[src/rtl/xyz_stepper.sv]
// xyz_stepper: source stage for the x/y/z lab monitor.
//
// A WIDTH-bit counter x steps once every PERIOD clocks, and load_val can be
// loaded into it at any time. Every change of x, whether an increment or a
// load, produces the triple {x, x+1, x+2}. The triple is built in a 2-stage
// pipeline and buffered in a DEPTH-entry FIFO. The downstream monitor drains
// that FIFO.
//
// Ports
//   clk         sole clock, rising edge
//   reset       synchronous, active-high; clears all state
//   load        load load_val into x this cycle (wins over an increment)
//   load_val    value loaded into x
//   x           current counter value
//   out_valid   FIFO head holds a triple
//   out_ready   consumer accepts the head this cycle
//   out_x/y/z   head triple; holds the last popped triple when empty
//   fifo_count  number of stored triples (0..DEPTH)
//   overflow    sticky; a triple arrived while full and was dropped
//
// Handshake: a triple moves on every rising edge where out_valid && out_ready.
// out_ready is ignored while out_valid is low. out_valid never depends
// combinationally on out_ready. Once out_valid is high, the head stays stable
// until it is popped.
module xyz_stepper #(
  parameter int WIDTH  = 32,
  parameter int PERIOD = 7,
  parameter int DEPTH  = 4
) (
  input  logic                     clk,
  input  logic                     reset,
  input  logic                     load,
  input  logic [WIDTH-1:0]         load_val,
  output logic [WIDTH-1:0]         x,
  output logic                     out_valid,
  input  logic                     out_ready,
  output logic [WIDTH-1:0]         out_x,
  output logic [WIDTH-1:0]         out_y,
  output logic [WIDTH-1:0]         out_z,
  output logic [$clog2(DEPTH):0]   fifo_count,
  output logic                     overflow
);

  localparam int TW = $clog2(PERIOD);
  localparam int PW = $clog2(DEPTH);
  localparam int CW = PW + 1;

  localparam logic [TW-1:0]    TICK_LAST = TW'(PERIOD - 1);
  localparam logic [TW-1:0]    TICK_ONE  = TW'(1);
  localparam logic [WIDTH-1:0] ONE       = WIDTH'(1);
  localparam logic [PW-1:0]    PTR_ONE   = PW'(1);
  localparam logic [CW-1:0]    CNT_ONE   = CW'(1);
  localparam logic [CW-1:0]    CNT_FULL  = CW'(DEPTH);

  // ---------------------------------------------------------------------
  // Counter and tick timer
  // ---------------------------------------------------------------------
  logic [TW-1:0]    tick_q, tick_d;
  logic [WIDTH-1:0] x_q, x_d;
  logic             tick_wrap;
  logic             evt;

  always_comb begin
    tick_wrap = (tick_q == TICK_LAST);
    evt       = load | tick_wrap;
    x_d       = x_q;
    tick_d    = tick_q + TICK_ONE;
    // A load restarts the period, so the next increment comes PERIOD clocks
    // after the load.
    if (load) begin
      x_d    = load_val;
      tick_d = '0;
    end else if (tick_wrap) begin
      x_d    = x_q + ONE;
      tick_d = '0;
    end
  end

  always_ff @(posedge clk) begin
    if (reset) begin
      x_q    <= '0;
      tick_q <= '0;
    end else begin
      x_q    <= x_d;
      tick_q <= tick_d;
    end
  end

  // ---------------------------------------------------------------------
  // Two-stage triple builder. It never stalls; one slot per event.
  // ---------------------------------------------------------------------
  logic             s1_v_q;
  logic [WIDTH-1:0] s1_x_q, s1_y_q;
  logic             s2_v_q;
  logic [WIDTH-1:0] s2_x_q, s2_y_q, s2_z_q;

  always_ff @(posedge clk) begin
    if (reset) begin
      s1_v_q <= 1'b0;
      s2_v_q <= 1'b0;
    end else begin
      s1_v_q <= evt;
      s2_v_q <= s1_v_q;
    end
  end

  always_ff @(posedge clk) begin
    s1_x_q <= x_d;
    s1_y_q <= x_d + ONE;
    s2_x_q <= s1_x_q;
    s2_y_q <= s1_y_q;
    s2_z_q <= s1_y_q + ONE;
  end

  // ---------------------------------------------------------------------
  // Output FIFO with registered head
  // ---------------------------------------------------------------------
  logic [WIDTH-1:0] mem_x [DEPTH];
  logic [WIDTH-1:0] mem_y [DEPTH];
  logic [WIDTH-1:0] mem_z [DEPTH];
  logic [PW-1:0]    wr_ptr_q, wr_ptr_d;
  logic [PW-1:0]    rd_ptr_q, rd_ptr_d;
  logic [CW-1:0]    cnt_q, cnt_d;
  logic [CW-1:0]    remain;
  logic             ovf_q, ovf_d;
  logic [WIDTH-1:0] ox_q, ox_d, oy_q, oy_d, oz_q, oz_d;
  logic             pop, push, drop;

  always_comb begin
    pop  = (cnt_q != '0) & out_ready;
    // When the FIFO is full, a same-cycle pop frees the slot for the arriving triple.
    push = s2_v_q & ((cnt_q != CNT_FULL) | pop);
    drop = s2_v_q & ~push;

    rd_ptr_d = pop  ? rd_ptr_q + PTR_ONE : rd_ptr_q;
    wr_ptr_d = push ? wr_ptr_q + PTR_ONE : wr_ptr_q;

    cnt_d = cnt_q;
    if (push && !pop) begin
      cnt_d = cnt_q + CNT_ONE;
    end else if (pop && !push) begin
      cnt_d = cnt_q - CNT_ONE;
    end

    ovf_d = ovf_q | drop;

    // Head after this edge. Choose the oldest surviving stored entry.
    // If none survives, choose the arriving triple.
    // If nothing arrives either, keep the last popped value.
    remain = pop ? cnt_q - CNT_ONE : cnt_q;
    ox_d   = ox_q;
    oy_d   = oy_q;
    oz_d   = oz_q;
    if (remain != '0) begin
      ox_d = mem_x[rd_ptr_d];
      oy_d = mem_y[rd_ptr_d];
      oz_d = mem_z[rd_ptr_d];
    end else if (push) begin
      ox_d = s2_x_q;
      oy_d = s2_y_q;
      oz_d = s2_z_q;
    end
  end

  always_ff @(posedge clk) begin
    if (push) begin
      mem_x[wr_ptr_q] <= s2_x_q;
      mem_y[wr_ptr_q] <= s2_y_q;
      mem_z[wr_ptr_q] <= s2_z_q;
    end
  end

  always_ff @(posedge clk) begin
    if (reset) begin
      wr_ptr_q <= '0;
      rd_ptr_q <= '0;
      cnt_q    <= '0;
      ovf_q    <= 1'b0;
      ox_q     <= '0;
      oy_q     <= '0;
      oz_q     <= '0;
    end else begin
      wr_ptr_q <= wr_ptr_d;
      rd_ptr_q <= rd_ptr_d;
      cnt_q    <= cnt_d;
      ovf_q    <= ovf_d;
      ox_q     <= ox_d;
      oy_q     <= oy_d;
      oz_q     <= oz_d;
    end
  end

  assign x          = x_q;
  assign out_valid  = (cnt_q != '0);
  assign out_x      = ox_q;
  assign out_y      = oy_q;
  assign out_z      = oz_q;
  assign fifo_count = cnt_q;
  assign overflow   = ovf_q;

endmodule
[config.mk]
export PLATFORM = sky130hd
export DESIGN_NAME = xyz_stepper
export DESIGN_NICKNAME = d
export VERILOG_FILES = /design/src/rtl/xyz_stepper.sv
export SDC_FILE = /design/constraint.sdc
export NUM_CORES = 1
export LEC_CHECK = 0
export ABC_CLOCK_PERIOD_IN_PS = 5200
export CORE_ASPECT_RATIO = 1.75
export CORE_MARGIN = 5
export CORE_UTILIZATION = 35
export DETAILED_ROUTE_END_ITERATION = 12
export PLACE_DENSITY_LB_ADDON = 0.25
export SETUP_SLACK_MARGIN = 0.15
export SLEW_MARGIN = 20
export SYNTH_ARGS = -nofsm -noshare
export SYNTH_HDL_FRONTEND = slang
export SYNTH_SLANG_ARGS = --single-unit
[constraint.sdc]
create_clock -name clk -period 5.2 [get_ports clk]
set_input_delay 0.78 -clock clk [delete_from_list [all_inputs] [get_ports clk]]
set_output_delay 0.78 -clock clk [all_outputs]
set_load 0.02 [all_outputs]
# Yosys cells after proc, flatten, opt, wreduce, memory -nomap -nowiden
# Memories as Yosys holds them, arrays and structs flattened.
# Index checks and enable logic that the tools add are counted.
# Widths: inputs -> output; s select.
# op_classes
n_mul	0
magnitude_cmp	0
n_eq_ne	2
mux	14
div_mod_pow	0
n_addsub	8
reduce_logical	9
bitwise_logic	7
n_shift	0
# ops
cell	count
$mux 32	8
$add 32x1->32 const B	3
$mux 3	3
$add 3x1->3 const B	2
$reduce_bool 3->1	2
$add 2x1->2 const B	2
$reduce_bool 2->1	2
$and 1x1->1	3
$eq 3x3->1 const B	1
$ne 3x3->1 const B	1
$or 1x1->1	3
$reduce_or 3->1	1
$sub 3x1->3 const B	1
$logic_and 1x1->1	2
$logic_not 1->1	2
$mux 1	2
$mux 2	1
$not 1->1	1
# word_totals
latchBits	0
output_inout_bits	133
input_bits	36
n_memories	3
ram_bits	384
ff_bits	301
word_cells	59
mem_bits_ro	0
# mem_list
name	words	width	rd	rd_ports_with_merged_regs	write_ports	line	source
mem_x	4	32	1	0	1	118	logic [WIDTH-1:0] mem_x [DEPTH];
mem_y	4	32	1	0	1	119	logic [WIDTH-1:0] mem_y [DEPTH];
mem_z	4	32	1	0	1	120	logic [WIDTH-1:0] mem_z [DEPTH];

# Longest topological paths before layout
# logic_depth
ltp_word	8
depth_mapped	13
mapped_depth_nobuf	11

# Least setup slack after synthesis
# Ideal clock, no wire load.
# synth_path
kind	register to register
start	reg cnt_q[0] (netlist: fifo_count[0])
end	mem mem_x[0][0], enable pin
t_arrival_ns	3.518
stages_incl_launch_ff	8
t_required_ns	4.734
path_slack_ns	1.216
path_buffers	1
period_less_slack_ns	3.984
cell_sequence	dfxtp_1 > inv_1 > ha_1 > nand2_1 > nor2_1 > nor2b_1 > clkbuf_1 > and2_1
# synth_via
elab_chain_cells	6
word_cells_on_any_way	7
cone_classes	eq/ne (1); mux (2); bitwise (3); reduce/logical (1)
# synth_rtl
element	line	source
start, declared	123	logic [CW-1:0] cnt_q, cnt_d;
start signal, assigned	185	cnt_q <= cnt_d;
$reduce_bool 3->1	130	pop = (cnt_q != '0) & out_ready;
$and 1x1->1	130	
$or 1x1->1 (*)	132	push = s2_v_q & ((cnt_q != CNT_FULL) | pop);
$and 1x1->1 (*)	132	
via push	127	logic pop, push, drop;
$mux 1 (*)	166	if (push) begin
$mux 1 (not written as such) (*)	167	mem_x[wr_ptr_q] <= s2_x_q;
end, declared	118	
# The timed path passes the listed nets; every way through them passes the cells marked *.

# Worst setup path in the final report
# layout_path
start	reg x_q[3] (netlist: x[3])
end	reg s1_y_q[31]
# layout_via
elab_chain_cells	4
# layout_rtl
element	line	source
start, declared	59	logic [WIDTH-1:0] x_q, x_d;
start signal, assigned	81	x_q <= '0;
start signal, assigned	84	x_q <= x_d;
$add 32x1->32	74	x_d = x_q + ONE;
$mux 32	73	end else if (tick_wrap) begin
$mux 32	70	if (load) begin
via x_d[6]	59	
$add 32x1->32	109	s1_y_q <= x_d + ONE;
end signal, assigned	109	
end, declared	93	logic [WIDTH-1:0] s1_x_q, s1_y_q;
# The timed path passes the listed nets, and every way through them passes these cells.
# A chain may end at the register's enable or synchronous reset.

==> metrics.md <==
| Metric | Value |
|---|---|
| Result of the run | finished clean |
| Main flop type after synthesis | edfxtp_1 |
| Iter 0 DRT Violations | 827 |
| CP Class | reg2reg |
| Post-CTS Resized | 0 |
| Asr flop ratio synth | 0% |
| Commonest cells post-synth | edfxtp_1, dfxtp_1, nor2_1 |
| DIE WIDTH | 213 um |
| Fraction of layout cells with a size suffix above 1 | 14.1% |
| Post-synth top area share | 45.7% |
| I/O Buffers | 168 |
| CORE AREA | 71,600 um2 |
| RR Startpoint | x[3] |
| Skew-Pair Late Insertion Delay | 0.62 ns |
| Synthesis-to-finish area growth | 20.4% |
| Final net count | 1,853 |
| Final hold violations | 0 |
| Count leader, synth | edfxtp_1 |
| DRC viols | 0 |
| Num ports | 169 |
| CP endpoint kind | flop |
| Largest net degree at the start of global routing | 142 |
| Slew Limit Fails | 0 |
| Data arrival, critical path | 4.11 ns |
| Min-Delay Startpoint | s1_x_q[15] |
| Final WS setup | 1.59 ns |
| Flops & latches, synth | 685 |
| Antenna Cells | 0 |
| Max Cap Viol | 0 |
| First-pass GRT wire length | 96.7 mm |
| CTS sink cnt | 685 |
| Min Tclk post-route | 3.61 ns |
| Clk_skew | 0.0346 ns |
| Die Y | 365 um |
| Vias per cell | 5.09 |
| Hold EP | s2_x_q[15] |
| Sequential area share after synthesis | 69.7% |
| Post-synth EDFFs | 384 |
| Placement Rows | 130 |
| Setup TNS Final | 0 ns |
| Max Buffers Root-to-Sink | 3 |
| GRT Util Overall | 16.5% |
| Biggest regs | mem_x (128), mem_y (128), mem_z (128) |
| TritonRoute pass-1 iters | 5 |
| Power per cell area | 539 nW/um2 |
| Initial Util | 35.2% |
| GP Congestion | 0.805 |
| Total grt overflow | 0 |
| Final setup fails | 0 |
| CTS H-tree depth | 3 |
| Post-DRT Antenna Nets | 0 |
| Hold_ws | 0.322 ns |
| Placed cells | 2,659 |
| Pre-CTS WS | 1.45 ns |
| Syn Area/Cell | 15.4 um2 |
| Hold depth | 0 |
| Element type at the critical path start | flop |
| Post-Syn Nets | 1,681 |
| Post-Synthesis Cells | 1,632 |
| FF-to-FF setup slack | 1.59 ns |
| Hold buffers post-CTS | 0 |
| Setup bufs post-CTS | 0 |
| TritonCTS Buffers | 67 |
| Tightest Hold Check Type | reg2reg |
| Max IR drop VDD | 476 uV |
| DR WL/cell | 23.2 um |
| CTS tree | built |
| Worst-margin pin slew | 0.890 ns |
| FF-to-FF End | s1_y_q[31] |
| Die area | 77,700 um2 |
| Top cells by area, synth | edfxtp_1, dfxtp_1, mux4_2, mux2i_1, a211oi_1 |
| Period utilization | 69.5% |
| Cell variety after synth | 69 |
| Vias in the first global route | 14,884 |
| Worst r2r path cells | 8 |
| Static leakage | 0.0103 uW |
| Antenna violations before repair | 1 |
| Finished Layout Cells | 2,783 |
| Post-Synthesis Cell Area | 25,200 um2 |
| Yosys warning count | 0 |
| Vias | 14,170 |
| Max Fclk | 277 MHz |
| Worst-path fanout max | 11 |
| RSZ-0062 raised after global routing | no |
| Largest area contributor in the netlist | edfxtp_1 |
| Clock root cell | clkbuf_16 |
| Worst slew margin | 39.9% |
| Post-Route WL | 64.5 mm |
| Clock-pin transition on the worst setup and hold timing paths | 0.06 ns |
| Worst path required time | 5.70 ns |
| HPWL after detailed placement | 41.0 mm |
[layout by cell type (no fill, tap or decap), types with 24 or more instances in the layout]
cell / synthesis / final
mux2i_1: 105 / 105
inv_1: 33 / 33
nor2_1: 156 / 156
mux4_2: 96 / 96
a211oi_1: 98 / 98
dfxtp_1: 301 / 300
clkbuf_16: 0 / 71
edfxtp_1: 384 / 384
xnor2_1: 56 / 55
nand2_1: 49 / 49
xor2_1: 25 / 24
clkdlybuf4s50_1: 0 / 166
nand3_1: 37 / 37
[metrics by stage]
step,total power [uW],instance area [um2],util (%)
after floorplan,9750,25200,-
after global placement,11500,28000,39.1
after detailed placement,11500,28000,39.1
after CTS,16700,30400,42.4
after global routing,17200,30400,42.4
final,16400,30400,42.4
[routing by layer]
layer  vias to the layer above  track usage [%]  share of wire, %
met2                       383             29.2                52
li1                       6512                -                 -
met5                         -                0                 0
met4                         0             4.87               2.5
met1                      7184             20.6                41
met3                        91             3.14               4.8
[cells by family after synthesis]
family	synth area share, %
DFF	69.7
xor gates and xnor gates	2.88
adders and majority gates	0.645
buffers and inverters	1.99
AOI/OAI and AO/OA	4.80
and+or+nand+nor	7.25
muxes	12.8
[power breakdown]
part	switching, uW	total (uW)	internal (uW)
sequential	453	6710	6260
combinational	2430	4560	2130
clock	2070	5090	3020
[layout make-up]
cell class | instances | area, um2
clock inverter | 29 | 363
clock buffer | 95 | 1980
tap | 924 | 1160
inverter | 34 | 128
sequential | 685 | 17600
multi-input combinational | 823 | 7200
timing repair buffer | 193 | 1970
fill | 6466 | 41200
[worst max path at each step]
stage	from	end	cells after the start
6_report	x[3]	s1_y_q[31]	8
2_1_floorplan	fifo_count[0]	mem_x[0][0]	7
3_3_place_gp	load_val[0]	s1_y_q[31]	8
3_5_place_dp	load_val[0]	s1_y_q[31]	8
4_1_cts	x[3]	s1_y_q[31]	8
5_1_grt	tick_q[0]	s1_y_q[31]	10
[critical path, stage by stage, from the launching register on]
cell and delay, ns:
dfxtp_1 0.48, nand4_1 0.57, or4_1 0.72, nand3_2 0.14, and4bb_1 0.27, and3_1 0.34
nand4bb_1 0.26, or4_4 0.59, xnor2_2 0.14
Note: power is estimated with default switching activity, not from simulation.
